`config.mk`:
```
export PLATFORM = sky130hd
export DESIGN_NAME = sat_counter
export DESIGN_NICKNAME = d
export VERILOG_FILES = /design/src/rtl/gbt_rx_pattern_checker_sat_counter.sv
export SDC_FILE = /design/constraint.sdc
export NUM_CORES = 1
export LEC_CHECK = 0
export ABC_AREA = 1
export CAP_MARGIN = 40
export CORE_MARGIN = 2
export CORE_UTILIZATION = 54
export CTS_CLUSTER_DIAMETER = 60
export DETAILED_ROUTE_END_ITERATION = 7
export GPL_TIMING_DRIVEN = 0
export HOLD_SLACK_MARGIN = 0.08
export PLACE_DENSITY_LB_ADDON = 0.1
export SLEW_MARGIN = 20
export SYNTH_ARGS = -nofsm -noshare
export SYNTH_HDL_FRONTEND = slang
export SYNTH_SLANG_ARGS = --single-unit
```
`constraint.sdc`:
```
create_clock -name clk -period 4.7 [get_ports clk]
set_input_delay 0.705 -clock clk [delete_from_list [all_inputs] [get_ports clk]]
set_output_delay 0.705 -clock clk [all_outputs]
set_load 0.1 [all_outputs]
```
`src/rtl/gbt_rx_pattern_checker_sat_counter.sv`:
```
// Saturating incrementer with synchronous clear; a clear coinciding with an
// increment leaves the count at 1.
module sat_counter #(
    parameter int WIDTH = 16
) (
    input  logic             clk,
    input  logic             rst,
    input  logic             clear,
    input  logic             inc,
    output logic [WIDTH-1:0] count
);

    localparam logic [WIDTH-1:0] MAX_VAL = '1;
    localparam logic [WIDTH-1:0] ONE     = WIDTH'(1);

    always_ff @(posedge clk) begin
        if (rst) begin
            count <= '0;
        end else if (clear) begin
            count <= inc ? ONE : '0;
        end else if (inc && (count != MAX_VAL)) begin
            count <= count + ONE;
        end
    end

endmodule

```
==> results by group <==
Floorplan
  • Initial Util: 57.85%
  • Ports: 20
  • Num rows: 15
  • Die area: 2232 um^2
  • Core area: 1745 um^2
  • Die height: 47.24 um
  • Chip Width: 47.24 um

Layout
  • Fill count: 116
  • Most flop-heavy register: count
  • # nets final: 205
  • Area added between synthesis and finish: 48.33%
  • Biggest regs: count: 16 flops
  • Ant diodes: 0
  • Most common cell after layout, fill and taps aside: nand2_1
  • Final instance area: 1498 um^2
  • Max reg flops: 16
  • Layout cells sized above 1: 15.08%
  • Leading cell types in the layout, fill and taps excluded: nand2_1, nor2_1, inv_1, nand3_1, clkdlybuf4s50_1
  • Finished Layout Cells: 224

Route
  • DR WL/cell: 11.37 um
  • Via count: 1,147
  • 1st-iter DRT viols: 28
  • Final ANT Viol Nets: 0
  • Initial DRT Pass Iterations: 5
  • Routed wire length: 2546 um
  • Vias per cell: 5.121
  • Drc violations: 0

Placement
  • Port Buffers: 18
  • Dpl hpwl: 1984 um
  • Placed instance count: 220
  • Cell Area, Placed: 1461 um^2
  • GP Congestion: 0.8456

Setup path
  • CP Capture Type: primary output
  • Req. time, crit path: 3.99 ns
  • Largest fanout on the critical path: 7
  • Nature of the critical path startpoint: flip-flop
  • WS Path Type: flip-flop to primary output
  • Worst Path Arrival: 1.56 ns

Yosys
  • Synth cell types: 20
  • Sequential area share after synthesis: 31.72%
  • Yosys warns: 0
  • Post-Syn Area: 1010 um^2
  • Synth Register Bits: 16
  • Syn Area/Cell: 6.272 um^2
  • Syn_nets: 166
  • Synthesized instance count: 161

Global routing
  • Initial antenna violation count: 0
  • Vias in the first global route: 1,033
  • GRT Residual Overflow: 0
  • Largest net degree at the start of global routing: 11
  • Total GRT Usage: 26.38%
  • First-pass GRT wire length: 4209 um

Pwr
  • Leak: 0.6025 nW
  • Peak supply drop: 0.1878 mV
  • Power Density: 195.7 nW/um^2

STA
  • Final setup fails: 0
  • Tmin final: 2.261 ns
  • Setup TNS: 0 ns
  • Tcrit/Tclk final: 48.10%
  • Final Hold Fails: 0
  • Fin Clk Skew: 0.01013 ns
  • RSZ-0062 raised after global routing: false
  • Final slew viol count: 0
  • Max-slew headroom: 59.63%
  • Max Clock Freq: 442.4 MHz
  • Slew at the pin closest to its max-slew limit: 0.6034 ns

Clock network
  • Latest clock arrival within the worst-skew pair: 0.29 ns
  • Cts bufs inserted: 3
  • Post-cts resize count: 0
  • Clock Pin Slew Worst Setup and Hold Paths: 0.10 ns
  • Clock Tree Buf Depth: 2
  • Post-CTS setup repair buffer count: 0
  • H-tree depth: 1
  • CTS Hold Buffers Added: 0
  • CTS tree: yes
  • Sink Count: 16
  • Clock Tree Root: clkbuf_4

Min path
  • Worst hold path type: flip-flop to flip-flop

Job
  • Maxcap violations: 0

Run status
  • Status: completed
-- synthesized netlist by cell type --
cell | count | area, um^2
nand2_1 | 43 | 161.4
nor2_1 | 26 | 97.59
inv_1 | 20 | 75.07
nand3_1 | 20 | 100.1
dfxtp_1 | 16 | 320.3
a21oi_1 | 10 | 50.05
nand4_1 | 4 | 25.02
xor2_1 | 4 | 35.03
nand2_2 | 3 | 18.77
o21ai_0 | 3 | 15.01
nand2_4 | 2 | 22.52
nor2_4 | 2 | 22.52
buf_1 | 1 | 3.750
buf_6 | 1 | 11.26
clkbuf_1 | 1 | 3.750
ha_1 | 1 | 12.51
nand3b_1 | 1 | 7.510
nor2_2 | 1 | 6.260
nor3_1 | 1 | 5.000
o21ai_4 | 1 | 16.27
-- path summary, 6_finish.rpt --
kind | endpoint | slack [ns] | depth (start not counted) | from
hold / removal | count[12] | 0.54 | 2 | count[12]
hold reg to reg | count[12] | 0.54 | 2 | count[12]
setup reg to reg | count[10] | 2.91 | 9 | count[0]
setup / recovery | count[2] | 2.44 | 2 | count[2]
-- power by group --
part	switching, W	internal (W)	total (W)
Combinational	0.0000398	0.0000204	0.0000602
Sequential	0.00000354	0.000138	0.000142
Clock	0.0000440	0.0000472	0.0000911
-- final cells by class --
cell class | count | area (um^2) | share of cell area (%)
clock buffer | 4 | 36.28 | 2.423
sequential | 16 | 320.3 | 21.39
buffer | 3 | 18.77 | 1.253
timing repair buffer | 34 | 420.4 | 28.07
multi-input combinational | 122 | 595.6 | 39.77
inverter | 20 | 75.07 | 5.013
tap | 25 | 31.28 | 2.089
-- cell families (layout without fill, tap and decap cells) --
| family | count (synthesis) | in the layout | share of synthesized area, % |
|---|---|---|---|
| and+or+nand+nor | 103 | 103 | 46.22 |
| xor gates and xnor gates | 4 | 4 | 3.469 |
| AOI/OAI and AO/OA | 14 | 14 | 8.055 |
| buffers and inverters | 23 | 61 | 9.293 |
| DFF | 16 | 16 | 31.72 |
| adders and majority gates | 1 | 1 | 1.239 |
-- per-stage QoR --
step / utilization [%] / power [W] / hold WS (ns) / setup slack, ns
floorplan: - / 0.0001826 / 0.8791 / 2.392
global placement: 69.96 / 0.0001949 / 0.5071 / 2.383
detailed placement: 83.73 / 0.0002049 / 0.5184 / 2.535
CTS: 85.81 / 0.0002938 / 0.5323 / 2.429
global route: 85.81 / 0.0003030 / 0.5694 / 2.404
finish: 85.81 / 0.0002931 / 0.5362 / 2.440
-- worst max-delay path: stages, from the launching register on --
cell	delay, ns
dfxtp_1	0.48
clkdlybuf4s50_1	0.58
buf_8	0.21
-- metal layers --
metal / global-route usage (%) / vias up / part of all wire (%)
li1: - / 586 / -
met1: 30.34 / 506 / 41
met2: 46.49 / 45 / 51
met3: 3.846 / 10 / 5.7
met4: 13.89 / 0 / 2.4
met5: 0 / - / 0
No activity file was read; power rests on OpenSTA's default activity.
==> patch, RTL diff (config.mk and constraints unchanged) <==
Add an input register stage for `clear` and `inc`, cleared by the reset; this delays them by one clock.
--- a/src/rtl/gbt_rx_pattern_checker_sat_counter.sv
+++ b/src/rtl/gbt_rx_pattern_checker_sat_counter.sv
@@ -13,12 +13,25 @@
     localparam logic [WIDTH-1:0] MAX_VAL = '1;
     localparam logic [WIDTH-1:0] ONE     = WIDTH'(1);
 
+    logic clear_q;
+    logic inc_q;
+
+    always_ff @(posedge clk) begin
+        if (rst) begin
+            clear_q <= '0;
+            inc_q   <= '0;
+        end else begin
+            clear_q <= clear;
+            inc_q   <= inc;
+        end
+    end
+
     always_ff @(posedge clk) begin
         if (rst) begin
             count <= '0;
-        end else if (clear) begin
-            count <= inc ? ONE : '0;
-        end else if (inc && (count != MAX_VAL)) begin
+        end else if (clear_q) begin
+            count <= inc_q ? ONE : '0;
+        end else if (inc_q && (count != MAX_VAL)) begin
             count <= count + ONE;
         end
     end
Check against the original RTL: not equivalent (a bounded check fails within 4 cycles, from zero or initial values and one cycle with rst high).
==> patch against the unedited design <==
Sequential cell count up 2. Critical path depth is the same. Setup slack worse by 0.0072 ns. Largest cell class unchanged. Core utilization fell by 3.0 points. Design area grew 7.4%. Synthesized area up 9.7%. Routed wire length rose by 19%. Register-to-register slack worse by 0.14 ns. Total power rose by 22%.
==> patch: results (changes against the unedited design) <==
| Metric | Value |
|---|---|
| Vias per Instance | 5.319 (+3.9%) |
| Drt total wl | 3031 um (+19%) |
| Met1 Use GR | 0.3377 (+0.03429) |
| Global-route wire length before repair | 5326 um (+27%) |
| Critical Path Fanout Max | 8 (+1) |
| Met3 Use GR | 0.03681 (-0.001652) |
| Status | complete, no violations |
| Leakage | 0.7078 nW (+17%) |
| Share of layout cells above drive strength 1 | 0.1131 (-0.03763) |
| Worst skew pair latency | 0.30 ns |
| Worst slack at placement | 2.760 ns (+0.2258 ns) |
| Iter 0 DRT Violations | 68 (+140%) |
| CTS max path bufs | 2 (unchanged) |
| ANT cells | 0 (unchanged) |
| Routability congestion estimate | 0.9445 (+12%) |
| Vias in the first global route | 1227 (+19%) |
| Top cells by area in the synthesized netlist | dfxtp_1 (33%), nand2_1 (18%), nand3_1 (13%) |
| Post-Syn Nets | 187 (+13%) |
| Ys async rst share | 0 (unchanged) |
| Max-Slew Margin vs Limit | 0.6900 (+0.09377) |
| Root buf cell | clkbuf_4 |
| Nets | 227 (+11%) |
| DR pass1 iterations | 4 (-1) |
| Post_cts resized | 0 (unchanged) |
| Worst vdd rail ir drop | 0.2239 mV (+19%) |
| Clk_skew | 0.003754 ns (-0.006378 ns) |
| Sequential share of the synthesized area | 0.3254 (+0.008199) |
| GRT Total Usage | 0.2829 (+0.01905) |
| Most used DFF post-synth | dfxtp_1 |
| CTS Buf Count | 3 (unchanged) |
| Post-synth top cells | nand2_1 (52), nand3_1 (28), nor2_1 (28) |
| Detailed Place HPWL | 2286 um (+15%) |
| Initial antenna violation count | 0 (unchanged) |
| Regs by FF count | count (16), clear_q (1), inc_q (1) |
| Setup Fix Bufs, Post-CTS | 0 (unchanged) |
| Synthesis Warnings | 0 (unchanged) |
| Worst hold path type | flip-flop to flip-flop |
| H-tree depth | 1 (unchanged) |
| Largest net degree at the start of global routing | 11 (unchanged) |
| Worst-path cell with the longest stage delay | clkdlybuf4s50_1 |
| Worst path arrival time | 1.56 ns (about the same) |
| Fillers | 127 (+9.5%) |
| Port-buffer cells | 19 (+1) |
| Critical path's largest stage delay | 0.57 ns |
| Met2 Track Usage GR | 0.4820 (+0.01712) |
| Cell variety after synth | 18 (-10%) |
| Clock slew at reported path FFs | 0.11 ns |
## patch: cell types whose count changed in the layout (fill, tap and decap cells not counted), sizes merged
cell | unedited run | this run
inv | 20 | 24
clkbuf | 5 | 7
nand3 | 20 | 28
nand2 | 48 | 54
clkdlybuf4s50 | 18 | 19
a21oi | 10 | 8
clkinv | 0 | 1
o21ai | 4 | 3
buf | 18 | 17
nand4 | 4 | 5
dfxtp | 16 | 18
xor2 | 4 | 5
## patch: cell type report
cell class | instances | area share
multi-input cells | 135 | 0.3922
repair buffers | 35 | 0.2677
flip-flops and latches | 18 | 0.2241
inverters | 25 | 0.05837
clock buffers | 4 | 0.02257
well taps | 27 | 0.02101
plain buffers | 4 | 0.01401
## patch: cells by family after synthesis
family                     count (synthesis)  share of synthesized area
DFF                                       18                     0.3254
buffers and inverters                     29                     0.1051
adders and majority gates                  1                    0.01130
xor gates and xnor gates                   5                    0.03955
AOI/OAI and AO/OA                         11                    0.05989
and+or+nand+nor                          118                     0.4588
## patch: worst reg2reg max path: stages, from the launching register on
cell and delay (ns):
dfxtp_1 0.42, ha_1 0.23, nand2_1 0.07, nor2_1 0.23, nand2_2 0.18, o21ai_4 0.25
nand2_2 0.20, inv_1 0.12, nand2_1 0.05, nand2_1 0.06, inv_1 0.04
## patch: final timing paths
check | start | end | slack, ns | depth (start not counted)
max | count[7] | count[7] | 2.43 | 2
min | count[1] | count[1] | 0.51 | 2
max reg2reg | count[0] | count[10] | 2.77 | 10
min reg2reg | count[1] | count[1] | 0.51 | 2
## patch: where the power goes
group | internal (mW) | leakage (nW) | total (mW) | switching (mW)
Sequential | 0.158 | 0.147 | 0.165 | 0.00646
Combinational | 0.0313 | 0.540 | 0.0926 | 0.0613
Clock | 0.0473 | 0.0210 | 0.0992 | 0.0518
Total | 0.237 | 0.708 | 0.356 | 0.120
## patch: per-layer routing
metal	vias up	wire, um
li1	652	-
met1	570	1224
met2	80	1449
met3	17	246
met4	0	110
met5	-	0
## patch: metrics by stage
stage,std cells,util,cell area (um2)
6_report,248,0.8280,1608
3_3_place_gp,228,0.6856,1331
3_5_place_dp,244,0.8093,1572
4_1_cts,248,0.8280,1608
2_1_floorplan,182,-,1107
5_1_grt,248,0.8280,1608
